[src/rtl/uart_sdram_ctrl.sv]
// uart_sdram_ctrl
// Command sequencer between the UART byte stream and the SDRAM read/write ports.
//   CMD_WR + BURST_LEN payload bytes -> buffered, then pushed to SDRAM as one burst.
//   CMD_RD -> one SDRAM read burst, replayed through uart_tx at TX_GAP spacing.
// Ports:
//   clk, rst_n                 : system clock, async active-low reset
//   rx_data, po_flag           : received UART byte and its valid strobe
//   tx_trig, tx_data           : start pulse and byte for uart_tx
//   wr_req/wr_ack/wr_data_req/wr_data/wr_done : SDRAM write burst handshake
//   rd_req/rd_ack/rd_data_vld/rd_data/rd_done : SDRAM read burst handshake
//   busy                       : high whenever the sequencer is not idle
//   err_drop                   : one-cycle pulse for a discarded/aborted byte
module uart_sdram_ctrl #(
    parameter int          BURST_LEN  = 4,
    parameter int          TX_GAP     = 52100,
    parameter int          RX_TIMEOUT = 520000,
    parameter logic [7:0]  CMD_WR     = 8'h55,
    parameter logic [7:0]  CMD_RD     = 8'hAA
) (
    input  logic       clk,
    input  logic       rst_n,
    input  logic [7:0] rx_data,
    input  logic       po_flag,
    output logic       tx_trig,
    output logic [7:0] tx_data,
    output logic       wr_req,
    input  logic       wr_ack,
    input  logic       wr_data_req,
    output logic [7:0] wr_data,
    input  logic       wr_done,
    output logic       rd_req,
    input  logic       rd_ack,
    input  logic       rd_data_vld,
    input  logic [7:0] rd_data,
    input  logic       rd_done,
    output logic       busy,
    output logic       err_drop
);

    localparam int ADDR_W  = $clog2(BURST_LEN);
    localparam int PTR_W   = ADDR_W + 1;
    localparam int CNT_MAX = (TX_GAP > RX_TIMEOUT) ? TX_GAP : RX_TIMEOUT;
    localparam int CNT_W   = $clog2(CNT_MAX);

    localparam logic [PTR_W-1:0]  PTR_LAST = PTR_W'(BURST_LEN - 1);
    localparam logic [PTR_W-1:0]  PTR_FULL = PTR_W'(BURST_LEN);
    localparam logic [ADDR_W-1:0] IDX_LAST = ADDR_W'(BURST_LEN - 1);
    localparam logic [CNT_W-1:0]  GAP_END  = CNT_W'(TX_GAP - 1);
    // The abort fires on the edge at which the idle counter would reach
    // RX_TIMEOUT-1, i.e. RX_TIMEOUT cycles after the last accepted byte.
    localparam logic [CNT_W-1:0]  TO_END   = CNT_W'(RX_TIMEOUT - 2);

    typedef enum logic [2:0] {
        IDLE, WR_COLLECT, WR_REQ, WR_BURST, RD_REQ, RD_BURST, TX_SEND
    } state_t;

    state_t            state_reg, state_next;
    logic [PTR_W-1:0]  ptr_reg, ptr_next;
    logic [PTR_W-1:0]  n_reg, n_next;
    logic [CNT_W-1:0]  cnt_reg, cnt_next;
    logic              tx_trig_reg, tx_trig_next;
    logic [7:0]        tx_data_reg, tx_data_next;
    logic              err_drop_reg, err_drop_next;
    logic              wr_req_reg, rd_req_reg;

    logic [7:0]        buf_mem [0:BURST_LEN-1];
    logic              buf_we;
    logic [ADDR_W-1:0] buf_waddr;
    logic [7:0]        buf_wdata;

    logic [ADDR_W-1:0] ptr_idx, wr_idx;
    logic              rd_store;

    assign ptr_idx = ptr_reg[ADDR_W-1:0];
    // Write pointer saturates so the SDRAM side always sees a valid entry.
    assign wr_idx  = (ptr_reg > PTR_LAST) ? IDX_LAST : ptr_idx;
    assign rd_store = rd_data_vld && (ptr_reg < PTR_FULL);

    // Buffer storage: contents survive reset but are always refilled before use.
    always_ff @(posedge clk) begin
        if (buf_we) begin
            buf_mem[buf_waddr] <= buf_wdata;
        end
    end

    always_ff @(posedge clk or negedge rst_n) begin
        if (!rst_n) begin
            state_reg    <= IDLE;
            ptr_reg      <= '0;
            n_reg        <= '0;
            cnt_reg      <= '0;
            tx_trig_reg  <= 1'b0;
            tx_data_reg  <= 8'h00;
            err_drop_reg <= 1'b0;
            wr_req_reg   <= 1'b0;
            rd_req_reg   <= 1'b0;
        end else begin
            state_reg    <= state_next;
            ptr_reg      <= ptr_next;
            n_reg        <= n_next;
            cnt_reg      <= cnt_next;
            tx_trig_reg  <= tx_trig_next;
            tx_data_reg  <= tx_data_next;
            err_drop_reg <= err_drop_next;
            wr_req_reg   <= (state_next == WR_REQ);
            rd_req_reg   <= (state_next == RD_REQ);
        end
    end

    always_comb begin
        state_next    = state_reg;
        ptr_next      = ptr_reg;
        n_next        = n_reg;
        cnt_next      = cnt_reg;
        tx_trig_next  = 1'b0;
        tx_data_next  = tx_data_reg;
        err_drop_next = 1'b0;
        buf_we        = 1'b0;
        buf_waddr     = ptr_idx;
        buf_wdata     = rx_data;

        case (state_reg)
            IDLE: begin
                if (po_flag) begin
                    if (rx_data == CMD_WR) begin
                        ptr_next   = '0;
                        cnt_next   = '0;
                        state_next = WR_COLLECT;
                    end else if (rx_data == CMD_RD) begin
                        ptr_next   = '0;
                        state_next = RD_REQ;
                    end
                end
            end
            WR_COLLECT: begin
                if (po_flag) begin
                    buf_we   = 1'b1;
                    ptr_next = ptr_reg + PTR_W'(1);
                    cnt_next = '0;
                    if (ptr_reg == PTR_LAST) begin
                        state_next = WR_REQ;
                    end
                end else if (cnt_reg == TO_END) begin
                    cnt_next      = '0;
                    err_drop_next = 1'b1;
                    state_next    = IDLE;
                end else begin
                    cnt_next = cnt_reg + CNT_W'(1);
                end
            end
            WR_REQ: begin
                if (wr_ack) begin
                    ptr_next   = '0;
                    state_next = WR_BURST;
                end
            end
            WR_BURST: begin
                if (wr_data_req && (ptr_reg < PTR_LAST)) begin
                    ptr_next = ptr_reg + PTR_W'(1);
                end
                if (wr_done) begin
                    state_next = IDLE;
                end
            end
            RD_REQ: begin
                if (rd_ack) begin
                    ptr_next   = '0;
                    state_next = RD_BURST;
                end
            end
            RD_BURST: begin
                buf_wdata = rd_data;
                if (rd_store) begin
                    buf_we   = 1'b1;
                    ptr_next = ptr_reg + PTR_W'(1);
                end
                if (rd_done) begin
                    // A beat arriving with rd_done is stored and counted.
                    n_next = rd_store ? (ptr_reg + PTR_W'(1)) : ptr_reg;
                    if (n_next == '0) begin
                        ptr_next   = '0;
                        state_next = IDLE;
                    end else begin
                        // The counter is logically at TX_GAP-1 here, so byte 0
                        // leaves on this edge; forward rd_data if it is byte 0.
                        tx_trig_next = 1'b1;
                        tx_data_next = (rd_store && (ptr_reg == '0)) ? rd_data : buf_mem[0];
                        ptr_next     = PTR_W'(1);
                        cnt_next     = '0;
                        state_next   = TX_SEND;
                    end
                end
            end
            TX_SEND: begin
                if (cnt_reg == GAP_END) begin
                    cnt_next = '0;
                    if (ptr_reg < n_reg) begin
                        tx_trig_next = 1'b1;
                        tx_data_next = buf_mem[ptr_idx];
                        ptr_next     = ptr_reg + PTR_W'(1);
                    end else begin
                        // Leaving only after a full gap protects the next frame.
                        ptr_next   = '0;
                        state_next = IDLE;
                    end
                end else begin
                    cnt_next = cnt_reg + CNT_W'(1);
                end
            end
            default: begin
                state_next = IDLE;
            end
        endcase

        // Bytes arriving while the sequencer is occupied are discarded.
        if (po_flag && (state_reg != IDLE) && (state_reg != WR_COLLECT)) begin
            err_drop_next = 1'b1;
        end
    end

    assign tx_trig  = tx_trig_reg;
    assign tx_data  = tx_data_reg;
    assign wr_req   = wr_req_reg;
    assign rd_req   = rd_req_reg;
    assign err_drop = err_drop_reg;
    assign busy     = (state_reg != IDLE);
    assign wr_data  = buf_mem[wr_idx];

endmodule

[config.mk]
export PLATFORM = sky130hd
export DESIGN_NAME = uart_sdram_ctrl
export DESIGN_NICKNAME = d
export VERILOG_FILES = /design/src/rtl/uart_sdram_ctrl.sv
export SDC_FILE = /design/constraint.sdc
export NUM_CORES = 1
export LEC_CHECK = 0
export ABC_AREA = 1
export ABC_CLOCK_PERIOD_IN_PS = 5310
export CORE_ASPECT_RATIO = 0.5
export CORE_UTILIZATION = 45
export CTS_BUF_LIST = sky130_fd_sc_hd__clkbuf_8
export DETAILED_ROUTE_END_ITERATION = 16
export DONT_BUFFER_PORTS = 1
export PLACE_DENSITY = 0.65
export RECOVER_POWER = 25
export SLEW_MARGIN = 20
export SYNTH_ARGS = -nofsm -noshare
export SYNTH_HDL_FRONTEND = slang
export SYNTH_SLANG_ARGS = --single-unit
[constraint.sdc]
create_clock -name clk -period 5.31 [get_ports clk]
set_clock_uncertainty 0.05 [all_clocks]
set_input_delay 1.062 -clock clk [delete_from_list [all_inputs] [get_ports clk]]
set_output_delay 1.062 -clock clk [all_outputs]
set_load 0.01 [all_outputs]
==> metrics.txt, run 1 <==
status=completed; fraction of the yosys area taken by sequential cells=0.4282; power per cell area=394.1 mW/mm^2; port buffer count=0; Setup Crit Path Kind=flip-flop to output port; Synth area leader=dfrtp_1; Worst-Margin Slew=between 0.9 and 1 ns; Syn Inst Count=618; pin count of the biggest net entering global routing=41; I/O pin total=between 40 and 50; Total Nets Final=roughly 640; Layout Cells excl Fill=749; Slew Limit Fails=0; Fin Setup TNS=0 ns; Worst-path clk slew=0.08 ns; Initial Util=0.4740; final setup fails=0; Worst-Skew Late Latency=between 0.3 and 0.4 ns; DPL Wire Length=8836 um; vias=roughly 4200; final instance area=0.004853 mm^2; Hold WS=around 0.34 ns; Post-CTS Resized=0; Slew headroom=0.3607; peak fanout along the critical path=32; initial antenna violation count=0; syn_nets=652; fillers=942; Yosys warning count=0; antenna cells=0; htree depth=3; CTS sink cnt=72; top-count cell post-synth=nand2_1; DIE HEIGHT=around 73 um; Initial DRC Count=426; Worst setup SP type=flip-flop; Fin. Hold Viols=0; FFs w/ async S/R, synth=0.5556; core footprint=0.009666 mm^2; Sequential Power Share=0.410; Mean Syn Cell Area=7.414 um^2; fin crit share=0.7573; peak ir drop on the vdd network=0.0001616 V; hold-fix buffers at CTS=0; switching part of the total=0.4266; Antenna Nets Post-Route=0; CTS tree=done; total track usage=0.2437; FMAX=248.7 MHz; Critical Path RT=4.20 ns; number of CTS-inserted buffers=9; Net Switching=816.0 uW; drt drc=0; drt via density=5.563; R2R Path Start=state_reg[0]$_DFF_PN0_; crit path DAT=around 2.9 ns; number of global-route vias before repair=3752; Mapped Area=0.004582 mm^2; layout cell share with drive strength beyond 1=0.03909; die area=0.01061 mm^2; Comb power frac=0.364; Placement Rows=25; Post-synth EDFFs=32; max reg flops=32; Cell Area, Placed=0.004653 mm^2; CP startpoint=ptr_reg[0]$_DFFE_PN0P_; Layout area overhead=5.926%; Placed Instances=about 730; gr ovfl total=0; synth unique cells=37; die width=144.7 um; Top FF cell, synth=dfrtp_1; global-route wire length before repair=about 19000 um; Setup Buffers After CTS=0; hold crit path type=input pin to asynchronous set/reset pin; Total Wirelength=12210 um; TritonRoute pass-1 iters=5; routed wire length per instance=16.30 um; Yosys reg bits=between 70 and 80; RSZ-0062 raised after global routing=no; clock share of power=0.227; max-cap violations=0; top-area cell type share of the netlist area=0.2185; LEAKAGE=2.228 nW; min cycle time layout=4.021 ns; top cells by area, synth=dfrtp_1 22%, edfxtp_1 21%, nand2_1 12%; root buf cell=clkbuf_8; Clock Tree Buf Depth=2; Int Pwr=1.097 mW; Critical Path Sink Type=output port; Placer Congestion=0.8971; synth cell count leaders=150 x nand2_1, 86 x inv_1, 65 x nor2_1
## per-layer routing
metal | vias up | track usage | routed length [um]
li1 | 2045 | - | -
met1 | 1949 | 0.3346 | 5715
met2 | 156 | 0.3857 | 5444
met3 | 17 | 0.05346 | 847
met4 | 0 | 0.07602 | 199
met5 | - | 0 | 0
## final timing paths
kind | end | slack, ns | cells after the start
max reg2reg | tx_data[6]$_DFFE_PN0P_ | 2.37 | 7
min reg2reg | n_reg[0]$_DFFE_PN0P_ | 0.45 | 1
min in group clk | n_reg[0]$_DFFE_PN0P_ | 0.45 | 1
max | wr_data[7] | 1.29 | 8
max in group asynchronous | wr_req$_DFF_PN0_ | 4.78 | 0
min | cnt_reg[9]$_DFFE_PN0P_ | 0.34 | 0
## worst max-delay path, stage by stage (launching register included)
cell and delay, ns:
dfrtp_1 0.69, ha_1 0.26, ha_1 0.20, inv_1 0.08
nand2_1 0.07, nand2_1 0.53, nor2_1 0.29, a21oi_1 0.06
o21ai_0 0.37
## power by group through the flow
stage,logic (mW),clock network (mW),registers [mW]
6_report,0.696,0.434,0.783
2_1_floorplan,0.568,0,0.764
4_1_cts,0.693,0.444,0.782
3_5_place_dp,0.689,0,0.794
3_3_place_gp,0.677,0,0.792
5_1_grt,0.786,0.468,0.793
## stage by stage
step / total power [mW] / worst slack (ns) / utilization
floorplan: 1.332 / 2.574 / -
CTS: 1.919 / 1.240 / 0.5017
detailed placement: 1.483 / 1.625 / 0.4814
global placement: 1.469 / 1.811 / 0.4814
global route: 2.047 / 0.9627 / 0.5021
finish: 1.913 / 1.289 / 0.5021
## cells in the final DEF, fill, tap and decap left out, drive strengths merged, types with 2 or more instances in the layout
cell | synthesis | routed
and2 | 2 | 2
nand3b | 2 | 2
nand2 | 154 | 154
inv | 87 | 89
ha | 9 | 9
xor2 | 9 | 9
o21ai | 46 | 46
o211ai | 12 | 12
a21oi | 22 | 22
dfrtp | 40 | 40
nand4 | 27 | 27
mux2i | 2 | 2
o21bai | 2 | 2
nand3 | 63 | 63
o221ai | 8 | 8
nor3 | 8 | 8
edfxtp | 32 | 32
clkbuf | 9 | 9
nor2 | 65 | 65
clkinv | 0 | 3
## layout make-up
type / count / area, um^2 / area share
clock buffers: 9 / 123.9 / 0.02552
clock inverters: 7 / 72.57 / 0.01495
inverters: 87 / 326.6 / 0.06729
multi-input cells: 439 / 2200 / 0.4532
flip-flops and latches: 72 / 1962 / 0.4042
well taps: 135 / 168.9 / 0.03480
## logic make-up (layout without fill, tap and decap cells)
family | Yosys count | count (layout) | share of synthesized area
flip-flops | 72 | 72 | 0.4282
buffers and inverters | 107 | 103 | 0.09257
XOR/XNOR | 10 | 10 | 0.01912
multiplexers | 2 | 2 | 0.004369
adder cells (fa/ha/maj) | 9 | 9 | 0.02458
AO/OA/AOI/OAI | 94 | 94 | 0.1196
AND/OR/NAND/NOR | 324 | 324 | 0.3116
Note: power is estimated with default switching activity, not from simulation.
==> run 2: changes to the inputs <==
--- a/config.mk
+++ b/config.mk
@@ -6,7 +6,7 @@
 export NUM_CORES = 1
 export LEC_CHECK = 0
 export ABC_AREA = 1
-export ABC_CLOCK_PERIOD_IN_PS = 5310
+export ABC_CLOCK_PERIOD_IN_PS = 3700
 export CORE_ASPECT_RATIO = 0.5
 export CORE_UTILIZATION = 45
 export CTS_BUF_LIST = sky130_fd_sc_hd__clkbuf_8
==> constraint.sdc (replaced) <==
create_clock -name clk -period 3.7 [get_ports clk]
set_clock_uncertainty 0.05 [all_clocks]
set_input_delay 0.74 -clock clk [delete_from_list [all_inputs] [get_ports clk]]
set_output_delay 0.74 -clock clk [all_outputs]
set_load 0.01 [all_outputs]
==> metrics.txt, run 2 (same netlist as run 1, synthesis figures left out) <==
port buffer count=0; Total Nets Final=652; Placer Congestion=0.8632; die area=0.01061 mm^2; CTS sink cnt=72; fin crit share=0.8870; Hold WS=0.01837 ns; layout cell share with drive strength beyond 1=0.04815; Clock Tree Buf Depth=2; Total Power=2.805 mW; Net Switching=around 1.2 mW; R2R Path Start=ptr_reg[0]$_DFFE_PN0P_; Setup Buffers After CTS=0; Critical Path RT=2.91 ns; final setup fails=0; Antenna Nets Post-Route=0; Worst setup SP type=flip-flop; root buf cell=clkbuf_8; Slew headroom=0.4765; peak ir drop on the vdd network=slightly above 0.0002 V; Total Wirelength=12510 um; drt drc=0; antenna cells=0; gr ovfl total=0; Comb power frac=0.366; drt via density=5.484; Critical Path Sink Type=output port; CP startpoint=ptr_reg[0]$_DFFE_PN0P_; pin count of the biggest net entering global routing=40; max-cap violations=0; Cell Area, Placed=0.004698 mm^2; TritonRoute pass-1 iters=6; max reg flops=32; Fin. Hold Viols=0; Worst-path clk slew=about 0.090 ns; Setup Crit Path Kind=flip-flop to output port; Placement Rows=25; CTS tree=done; Slew Limit Fails=0; FMAX=roughly 300 MHz; global-route wire length before repair=approximately 20000 um; initial antenna violation count=0; commonest cells after routing, fill and taps aside=150 x nand2_1, 87 x inv_1, 65 x nor2_1, 62 x nand3_1, 45 x o21ai_0; status=completed; Int Pwr=between 1.5 and 2 mW; min cycle time layout=3.282 ns; Layout area overhead=7.592%; switching part of the total=0.4314; number of CTS-inserted buffers=9; hold-fix buffers at CTS=1; Post-CTS Resized=0; Finished Core Util=0.5100; number of global-route vias before repair=approximately 3800; DIE HEIGHT=73.35 um; core footprint=approximately 0.0097 mm^2; routed wire length per instance=16.51 um; DPL Wire Length=roughly 9000 um; final instance area=between 0.004 and 0.005 mm^2; I/O pin total=46; peak fanout along the critical path=32; Initial DRC Count=348; commonest non-fill, non-tap cell in the layout=nand2_1; Worst-Skew Late Latency=between 0.3 and 0.4 ns; total track usage=0.2498; die width=approximately 140 um; clock share of power=0.230; RSZ-0062 raised after global routing=no; power per cell area=~570 mW/mm^2; Fin Setup TNS=0 ns; crit path DAT=2.49 ns; hold crit path type=input pin to asynchronous set/reset pin; htree depth=3; vias=approximately 4200; Sequential Power Share=0.404; Initial Util=0.4740; LEAKAGE=2.270 nW; Worst-Margin Slew=roughly 0.8 ns
==> run 2: worst max-delay path, stage by stage (launching register included) <==
cell	delay (ns)
dfrtp_1	0.68
ha_1	0.26
ha_1	0.21
inv_1	0.07
nand2_1	0.06
nand2_1	0.05
buf_4	0.24
nor2_1	0.13
a21oi_1	0.05
o21ai_0	0.36
==> run 2: per-stage QoR <==
step / cells / setup slack [ns]
after global routing: 758 / 0.1703
after CTS: 756 / 0.4250
after global placement: 739 / 0.9280
after floorplan: 618 / 1.286
final: 758 / 0.4182
after detailed placement: 739 / 0.8381
==> run 2: power groups by stage <==
stage / clock network (mW) / registers (mW) / logic [mW]
global placement: 0 / 1.15 / 1.00
CTS: 0.662 / 1.13 / 1.02
detailed placement: 0 / 1.15 / 1.02
floorplan: 0 / 1.10 / 0.815
finish: 0.646 / 1.13 / 1.03
global route: 0.694 / 1.15 / 1.16
==> run 2: final timing paths <==
path	to	slack [ns]	depth (start not counted)
setup reg to reg	cnt_reg[17]$_DFFE_PN0P_	0.88	9
setup / recovery	wr_data[2]	0.42	9
min in group clk	err_drop$_DFF_PN0_	0.45	1
hold / removal	cnt_reg[9]$_DFFE_PN0P_	0.02	0
hold reg to reg	n_reg[0]$_DFFE_PN0P_	0.47	1
max in group asynchronous	wr_req$_DFF_PN0_	2.52	1
==> run 2: final cells by class <==
class                   instances  area, um^2
inverters                      87       326.6
multi-input cells             439        2196
clock buffers                   9       123.9
fillers                       942        4736
repair buffers                  9       75.07
well taps                     135       168.9
flip-flops and latches         72        1962
clock inverters                 7       77.57
==> run 2: routing by layer <==
| metal | share of wire | GRT usage | vias to the layer above |
|---|---|---|---|
| met4 | 0.015 | 0.08421 | 0 |
| met2 | 0.46 | 0.4054 | 128 |
| met1 | 0.45 | 0.3293 | 1954 |
| met3 | 0.075 | 0.06063 | 16 |
| met5 | 0 | 0 | - |
| li1 | - | - | 2059 |
